===== src/rtl/video_slot_sched.sv =====
// video_slot_sched: shares the SRAM between the Gigatron and video fetch.
// Each Gigatron cycle spans four CLKx4 ticks; PH 0,1 belong to the Gigatron,
// PH 2,3 to video. Sync state is recovered from OUT register writes and used
// to generate per-line fetch addresses, slot strobes and pixel-load strobes.
module video_slot_sched #(
    parameter int NPIX     = 160,
    parameter int HBP      = 11,
    parameter int NROWS    = 120,
    parameter int LINE_REP = 4
) (
    input  logic        CLKx4,
    input  logic        nRESET,
    input  logic [1:0]  PH,
    input  logic        CFG_WE,
    input  logic        CFG_VRUN,
    input  logic        CFG_HDBL,
    input  logic [7:0]  CFG_BASE,
    input  logic        OUTWR,
    input  logic [1:0]  OUTV,
    output logic        nAE,
    output logic        VRD,
    output logic        VSEL,
    output logic [15:0] VADDR,
    output logic        PIXLD,
    output logic        VACTIVE
);

    localparam logic [2:0] S_IDLE   = 3'd0;
    localparam logic [2:0] S_VBLANK = 3'd1;
    localparam logic [2:0] S_HSYNC  = 3'd2;
    localparam logic [2:0] S_BP     = 3'd3;
    localparam logic [2:0] S_ACTIVE = 3'd4;
    localparam logic [2:0] S_DONE   = 3'd5;

    localparam logic [7:0] X_LAST   = 8'(NPIX - 1);
    localparam logic [7:0] REP_LAST = 8'(LINE_REP - 1);
    localparam logic [7:0] ROW_END  = 8'(NROWS);
    localparam logic [7:0] HBP_INIT = 8'(HBP);

    logic [2:0]  state_q, state_d;
    logic        vrun_q, vrun_d;
    logic        hdbl_q, hdbl_d;
    logic [7:0]  base_q, base_d;
    logic        hdbl_line_q, hdbl_line_d;
    logic [7:0]  base_line_q, base_line_d;
    logic [1:0]  last_sync_q, last_sync_d;
    logic [7:0]  row_q, row_d;
    logic [7:0]  rep_q, rep_d;
    logic [7:0]  x_q, x_d;
    logic [7:0]  cnt_q, cnt_d;
    logic        nae_q, nae_d;
    logic        vrd_q, vrd_d;
    logic        vsel_q, vsel_d;
    logic [15:0] vaddr_q, vaddr_d;
    logic        pixld_q, pixld_d;
    logic        vactive_q, vactive_d;

    logic        vs_low, hs_fall, hs_rise, sync_chg, in_line, fetch_ph;
    logic [7:0]  row_inc, page;

    // Next-state: config first, then sync events, then line/pixel timing.
    always_comb begin
        state_d     = state_q;
        vrun_d      = vrun_q;
        hdbl_d      = hdbl_q;
        base_d      = base_q;
        hdbl_line_d = hdbl_line_q;
        base_line_d = base_line_q;
        last_sync_d = last_sync_q;
        row_d       = row_q;
        rep_d       = rep_q;
        x_d         = x_q;
        cnt_d       = cnt_q;
        row_inc     = row_q + 8'd1;
        page        = base_line_q + row_q;

        if (CFG_WE) begin
            vrun_d = CFG_VRUN;
            hdbl_d = CFG_HDBL;
            base_d = CFG_BASE;
        end
        if (OUTWR) begin
            last_sync_d = OUTV;
        end

        vs_low   = OUTWR && !OUTV[1];
        hs_fall  = OUTWR && OUTV[1] && last_sync_q[0] && !OUTV[0];
        hs_rise  = OUTWR && OUTV[1] && !last_sync_q[0] && OUTV[0];
        sync_chg = OUTWR && (OUTV != last_sync_q);
        in_line  = (state_q == S_ACTIVE) || (state_q == S_BP);

        if (!vrun_d) begin
            state_d = S_IDLE;
        end else if (state_q == S_IDLE) begin
            state_d = S_VBLANK;
        end else if (vs_low) begin
            state_d = S_VBLANK;
            row_d   = 8'd0;
            rep_d   = 8'd0;
        end else if (hs_fall && state_q != S_DONE) begin
            state_d = S_HSYNC;
        end else if (hs_rise && state_q == S_HSYNC) begin
            state_d = S_BP;
            cnt_d   = HBP_INIT;
        end else if (sync_chg && in_line) begin
            // Unexpected sync change mid-line: drop the line, keep row/rep.
            state_d = S_VBLANK;
        end else if (PH == 2'd3) begin
            case (state_q)
                S_BP: begin
                    if (cnt_q <= 8'd1) begin
                        state_d     = S_ACTIVE;
                        x_d         = 8'd0;
                        hdbl_line_d = hdbl_d;
                        base_line_d = base_d;
                    end else begin
                        cnt_d = cnt_q - 8'd1;
                    end
                end
                S_ACTIVE: begin
                    if (x_q == X_LAST) begin
                        if (rep_q == REP_LAST) begin
                            rep_d   = 8'd0;
                            row_d   = row_inc;
                            state_d = (row_inc == ROW_END) ? S_DONE : S_HSYNC;
                        end else begin
                            rep_d   = rep_q + 8'd1;
                            state_d = S_HSYNC;
                        end
                    end else begin
                        x_d = x_q + 8'd1;
                    end
                end
                default: ;
            endcase
        end

        // Fetch only while ACTIVE persists into the next tick, so any exit
        // (abort, VRUN off, VSYNC) suppresses the strobe immediately.
        fetch_ph  = (PH == 2'd1) || ((PH == 2'd2) && hdbl_line_q);
        nae_d     = !((PH == 2'd3) || (PH == 2'd0));
        vrd_d     = (state_q == S_ACTIVE) && (state_d == S_ACTIVE) && fetch_ph;
        vsel_d    = vrd_d ? (PH == 2'd2) : vsel_q;
        vaddr_d   = vrd_d ? {page, x_q} : vaddr_q;
        pixld_d   = vrd_q && vrun_d;
        vactive_d = (state_d == S_ACTIVE);
    end

    // State and output registers with asynchronous active-low reset.
    always_ff @(posedge CLKx4 or negedge nRESET) begin
        if (!nRESET) begin
            state_q     <= S_IDLE;
            vrun_q      <= 1'b0;
            hdbl_q      <= 1'b0;
            base_q      <= 8'h08;
            hdbl_line_q <= 1'b0;
            base_line_q <= 8'h08;
            last_sync_q <= 2'b11;
            row_q       <= 8'd0;
            rep_q       <= 8'd0;
            x_q         <= 8'd0;
            cnt_q       <= 8'd0;
            nae_q       <= 1'b1;
            vrd_q       <= 1'b0;
            vsel_q      <= 1'b0;
            vaddr_q     <= 16'h0000;
            pixld_q     <= 1'b0;
            vactive_q   <= 1'b0;
        end else begin
            state_q     <= state_d;
            vrun_q      <= vrun_d;
            hdbl_q      <= hdbl_d;
            base_q      <= base_d;
            hdbl_line_q <= hdbl_line_d;
            base_line_q <= base_line_d;
            last_sync_q <= last_sync_d;
            row_q       <= row_d;
            rep_q       <= rep_d;
            x_q         <= x_d;
            cnt_q       <= cnt_d;
            nae_q       <= nae_d;
            vrd_q       <= vrd_d;
            vsel_q      <= vsel_d;
            vaddr_q     <= vaddr_d;
            pixld_q     <= pixld_d;
            vactive_q   <= vactive_d;
        end
    end

    assign nAE     = nae_q;
    assign VRD     = vrd_q;
    assign VSEL    = vsel_q;
    assign VADDR   = vaddr_q;
    assign PIXLD   = pixld_q;
    assign VACTIVE = vactive_q;

endmodule


===== config.mk =====
export PLATFORM = sky130hd
export DESIGN_NAME = video_slot_sched
export DESIGN_NICKNAME = d
export VERILOG_FILES = /design/src/rtl/video_slot_sched.sv
export SDC_FILE = /design/constraint.sdc
export NUM_CORES = 1
export LEC_CHECK = 0
export CORE_ASPECT_RATIO = 1.5
export CORE_MARGIN = 4
export CORE_UTILIZATION = 50
export DETAILED_ROUTE_END_ITERATION = 10
export GPL_TIMING_DRIVEN = 0
export PLACE_DENSITY = 0.78
export SYNTH_ARGS = -nofsm -noshare
export SYNTH_HDL_FRONTEND = slang
export SYNTH_SLANG_ARGS = --single-unit

===== constraint.sdc =====
create_clock -name CLKx4 -period 4.4 [get_ports CLKx4]
set_input_delay 0.88 -clock CLKx4 [delete_from_list [all_inputs] [get_ports CLKx4]]
set_output_delay 0.88 -clock CLKx4 [all_outputs]
set_load 0.03 [all_outputs]

Yosys cells after proc, flatten, opt, wreduce, memory -nomap -nowiden
Index checks and enable logic that the tools add are counted.
{"block": "word_totals", "reg_bits": 77, "inputBits": 18, "out_inout_bits": 21}
{"block": "classes", "addsub": 5, "magnitude_cmp": 1, "eq_ne": 19, "n_mux": 39, "bitwise": 5, "reduce_logical": 35}
{"operator": "2-to-1 mux 8 bit", "count": 24}
{"operator": "2-to-1 mux 3 bit", "count": 11}
{"operator": "adder 8 x 1 -> 8 bit, second input constant", "count": 3}
{"operator": "AND reduction 9 bit", "count": 2}
{"operator": "case mux 8 bit (2 select lines)", "count": 1}
{"operator": "AND reduction 8 bit", "count": 2}
{"operator": "logical AND 1 bit", "count": 14}
{"operator": "nonzero test 2 bit", "count": 7}
{"operator": "inequality test 2 bit, second input constant", "count": 6}
{"operator": "AND reduction 10 bit", "count": 1}
{"operator": "adder 8 bit", "count": 1}
{"operator": "equality test 8 x 2 -> 1 bit, second input constant", "count": 1}
{"operator": "equality test 8 x 7 -> 1 bit, second input constant", "count": 1}
{"operator": "equality test 8 bit, second input constant", "count": 1}
{"operator": "less-or-equal comparator 8 x 1 -> 1 bit, second input constant", "count": 1}
{"operator": "subtractor 8 x 1 -> 8 bit, second input constant", "count": 1}
{"operator": "equality test 3 x 2 -> 1 bit, second input constant", "count": 2}
{"operator": "equality test 3 bit, second input constant", "count": 2}
{"operator": "case mux 3 bit (2 select lines)", "count": 1}
{"operator": "inverter 1 bit", "count": 5}
{"operator": "equality test 2 bit, second input constant", "count": 2}
{"operator": "zero test 1 bit", "count": 4}
{"operator": "zero test 3 bit", "count": 1}
{"operator": "logical OR 1 bit", "count": 3}
{"operator": "other kinds (6)", "count": 7}

Logic depth before layout (Yosys ltp)
{"block": "depth", "ltp_word": 16, "mapped_depth": 10, "depth_no_buf": 10}

Least setup slack after synthesis
Ideal clock, no wire load.
{"block": "synth_timing", "path_kind": "register to register", "startpoint": "reg rep_q[3]", "endpoint": "reg vaddr_q[0] (netlist: VADDR[0])", "setup_time_ns": 0.125, "arrival_ns": 3.127, "t_required_ns": 4.275, "slack_ns": 1.148, "path_stages_with_launch": 9, "path_buffers": 1, "synth_period_minus_slack_ns": 3.252, "path_cell_list": "dfrtp_1 -> or4_1 -> or3_4 -> or4b_1 -> or3_4 -> a211oi_4 -> nand3_4 -> buf_6 -> mux2_4"}
{"block": "synth_via", "elab_chain_len": 14}
{"item": "start: declaration", "line": "48", "source": "logic [7:0] rep_q, rep_d;"}
{"item": "start signal: assignment", "line": "178", "source": "rep_q <= rep_d;"}
{"item": "equality test 8 x 2 -> 1 bit", "line": "122", "source": "if (rep_q == REP_LAST) begin"}
{"item": "2-to-1 mux 3 bit", "line": "122"}
{"item": "2-to-1 mux 3 bit", "line": "121", "source": "if (x_q == X_LAST) begin"}
{"item": "case mux 3 bit (2 select lines)", "line": "109", "source": "case (state_q)"}
{"item": "2-to-1 mux 3 bit", "line": "108", "source": "end else if (PH == 2'd3) begin"}
{"item": "2-to-1 mux 3 bit", "line": "105", "source": "end else if (sync_chg && in_line) begin"}
{"item": "2-to-1 mux 3 bit", "line": "102", "source": "end else if (hs_rise && state_q == S_HSYNC) begin"}
{"item": "2-to-1 mux 3 bit", "line": "100", "source": "end else if (hs_fall && state_q != S_DONE) begin"}
{"item": "2-to-1 mux 3 bit", "line": "96", "source": "end else if (vs_low) begin"}
{"item": "2-to-1 mux 3 bit", "line": "94", "source": "end else if (state_q == S_IDLE) begin"}
{"item": "2-to-1 mux 3 bit", "line": "92", "source": "if (!vrun_d) begin"}
{"item": "named net state_d[2]", "line": "40", "source": "logic [2:0] state_q, state_d;"}
{"item": "equality test 3 bit", "line": "142", "source": "vrd_d = (state_q == S_ACTIVE) && (state_d == S_ACTIVE) && fetch_ph;"}
{"item": "logical AND 1 bit (2 in series)", "line": "142"}
{"item": "end signal: assignment", "line": "184", "source": "vaddr_q <= vaddr_d;"}
{"item": "end: declaration", "line": "54", "source": "logic [15:0] vaddr_q, vaddr_d;"}
The timed path passes the listed nets, and every way through them passes these cells.
A chain may end at the register's enable or synchronous reset.

Worst setup path in the final report
{"block": "layout_timing", "startpoint": "in CFG_WE", "endpoint": "reg cnt_q[5]"}
{"block": "layout_via", "elab_chain_len": 2}
{"item": "start: declaration", "line": "14", "source": "input logic CFG_WE,"}
{"item": "2-to-1 mux 1 bit", "line": "77", "source": "if (CFG_WE) begin"}
{"item": "AND reduction 8 bit (no source line)"}
{"item": "end signal: assignment", "line": "180", "source": "cnt_q <= cnt_d;"}
{"item": "end: declaration", "line": "50", "source": "logic [7:0] cnt_q, cnt_d;"}
No other way between the ends.

==> results_dict.tcl <==
set metrics [dict create \
    dp_cells 548 \
    post-route-drc-count 0 \
    layout-drive-gt1-share_pct 14.38 \
    via_per_inst 5.635 \
    syn_area_per_cell_um2 10.37 \
    cts_resized 0 \
    num_rows 40 \
    tns_ps 0 \
    grt_setup_unrepaired "no" \
    cp.arrival_ps 3870 \
    grt_pass1_vias 3128 \
    grt_overflow_total 0 \
    gp_congestion 0.9103 \
    antenna_found_initial 0 \
    synth_edf_count 0 \
    period_minus_slack_ps 3663 \
    hold_buffers 0 \
    final_util_pct 62.24 \
    die_area_um2 9983 \
    critPathCaptureType "flip-flop" \
    die_y_um 120.4 \
    p_total_mw 1.717 \
    critPathRequiredTime_ps 4600 \
    startpoint_type "input port" \
    diodes 0 \
    htreeDepth 3 \
    drt_iter0_drc 196 \
    finClkSkew_ps 8.295 \
    cts_tree "built" \
    num_vias 3178 \
    insertion_delay_ps 330 \
    clkSinkCount 77 \
    path_max_fanout 10 \
    stdcell_count 564 \
    drv_slew 0 \
    hold_violations 0 \
    cts_made_buffers 9 \
    yosys.cell_types.count 52 \
    io-pin-count 39 \
    syn_to_final_growth_pct 19.85 \
    grt_pass1_wl_um 14590 \
    grt_max_degree 63 \
    p_per_area_nw_per_um2 340.3 \
    start_util_pct 51.93 \
    layout_common_cells "dfrtp_1 (72), o21ai_0 (36), clkdlybuf4s50_1 (35), nor2_1 (30), mux2_2 (28)" \
    ir_drop_uv 218.9 \
    final_common_cell "dfrtp_1" \
    drtAntennaViolNets 0 \
    synth_seq_area_share_pct 45.91 \
    post-route-period-util_pct 83.26 \
    synth_warnings 0 \
    nNetsFinal 489 \
    synth-seq-cells 77 \
    grt_use_total_pct 17.83 \
    worstMarginPinSlew_ps 1079 \
    core_um2 8108 \
    die_w_um 82.93 \
    relSlewSlack_pct 26.21 \
    reg2reg_to "VADDR[10]" \
    first_pass_iters 4 \
    setup_violations 0 \
    wl_per_cell_um 14.84 \
    clkTransAtPathRegs_ps 60 \
    crit_type "input port to flip-flop" \
    n_fill_cell 667 \
    async_flop_share_pct 100.0 \
    reg2regPathDepth 8 \
    syn_nets 441 \
    syn_area_um2 4210 \
    synthCells 406 \
    max_cap_viol_count 0 \
    dpl.hpwl_um 6051 \
    run_status "completed" \
    cts_setup_buffers 0 \
    cts_buffer_depth 2 \
    routed_wirelength_um 8368 \
    r2r_setup_slack_ps 890 \
    ys.flop_type "dfrtp_1" \
    r2r_start "rep_q[3]" \
    p_leak_nw 2.234 \
    io_buffers 36 \
    fmax_ghz 0.2730 \
    cts_root_buf "clkbuf_16" \
    hp-class "input port to asynchronous set/reset pin" \
]
-- layer usage --
metal / vias to the layer above / track usage (%) / routed length (um)
li1: 1564 / - / -
met1: 1535 / 21.10 / 3604
met2: 67 / 30.92 / 4260
met3: 12 / 3.954 / 327
met4: 0 / 7.771 / 176
met5: - / 0 / 0
-- state kept, by name (all words and copies together), names as in the netlist, 2 cells and up --
name	count
cnt_q	8
base_line_q	8
row_q	8
base_q	8
x_q	8
rep_q	8
state_q	3
last_sync_q	2
VADDR	16
-- cells in the mapped netlist (3+ instances only) --
cell type | n | area share (%)
a31oi_1 | 4 | 0.59
ha_1 | 16 | 4.8
xnor2_1 | 6 | 1.2
nand2_1 | 23 | 2.1
mux2_2 | 28 | 7.5
o211ai_1 | 3 | 0.53
or4_1 | 4 | 0.71
nand3_1 | 16 | 1.9
o41ai_1 | 5 | 1.0
nand4_1 | 5 | 0.74
nor3_1 | 10 | 1.2
a21o_1 | 3 | 0.53
a21oi_1 | 11 | 1.3
inv_1 | 13 | 1.2
nand4b_1 | 4 | 0.83
dfstp_2 | 5 | 3.1
o31ai_1 | 10 | 1.8
mux2i_1 | 3 | 0.71
nor2_1 | 30 | 2.7
nand2b_1 | 12 | 1.8
o21ai_0 | 36 | 4.3
clkbuf_1 | 17 | 1.5
dfrtp_1 | 72 | 43
nor2b_1 | 6 | 0.89
and3_1 | 6 | 0.89
mux2_4 | 8 | 2.9
nand3b_1 | 4 | 0.71
xor2_1 | 10 | 2.1
and2_1 | 4 | 0.59
-- power breakdown --
| group | switching [mW] | internal (mW) | total (mW) |
|---|---|---|---|
| Clock | 0.271 | 0.511 | 0.782 |
| Combinational | 0.0981 | 0.0703 | 0.168 |
| Sequential | 0.0256 | 0.741 | 0.767 |
-- metrics by stage --
step,hold slack (ps),instance area (um2),setup slack (ps)
floorplan,440.0,4210,1148
global placement,470.3,4702,-185.5
detailed placement,482.9,4727,481.9
CTS,412.8,5046,768.5
global route,420.6,5046,495.1
finish,416.0,5046,736.6
-- critical path: stages --
cell	delay [ps]
clkbuf_1	440
mux2i_1	330
nand2b_1	270
a2111oi_0	920
nand4_1	310
or4_1	500
xor2_1	160
nor2_1	50
-- final cells by class --
cell class | instances | area (um2) | share of cell area, %
sequential | 77 | 1933 | 38.31
buffer | 18 | 75.07 | 1.488
inverter | 13 | 48.80 | 0.9670
timing repair buffer | 37 | 385.4 | 7.637
multi-input combinational | 298 | 2153 | 42.67
tap | 105 | 131.4 | 2.604
clock buffer | 12 | 246.5 | 4.885
clock inverter | 4 | 72.57 | 1.438
-- kinds of logic (layout without fill, tap and decap cells) --
| group | after synthesis | after routing | synth area share [%] |
|---|---|---|---|
| adder cells (fa/ha/maj) | 17 | 17 | 5.230 |
| flip-flops | 77 | 77 | 45.91 |
| AND/OR/NAND/NOR | 141 | 141 | 18.57 |
| AO/OA/AOI/OAI | 85 | 85 | 12.96 |
| XOR/XNOR | 16 | 16 | 3.328 |
| multiplexers | 39 | 39 | 11.06 |
| buffers and inverters | 31 | 84 | 2.942 |
-- worst max path at each step --
stage / startpoint / cells past startpoint / to
after global routing: CFG_WE / 8 / cnt_q[5]
after global placement: nRESET / 1 / VADDR[5]
final: CFG_WE / 8 / cnt_q[5]
after floorplan: rep_q[3] / 8 / VADDR[0]
after detailed placement: CFG_WE / 8 / cnt_q[5]
after CTS: CFG_WE / 8 / cnt_q[5]
(Power assumes the default switching activity.)
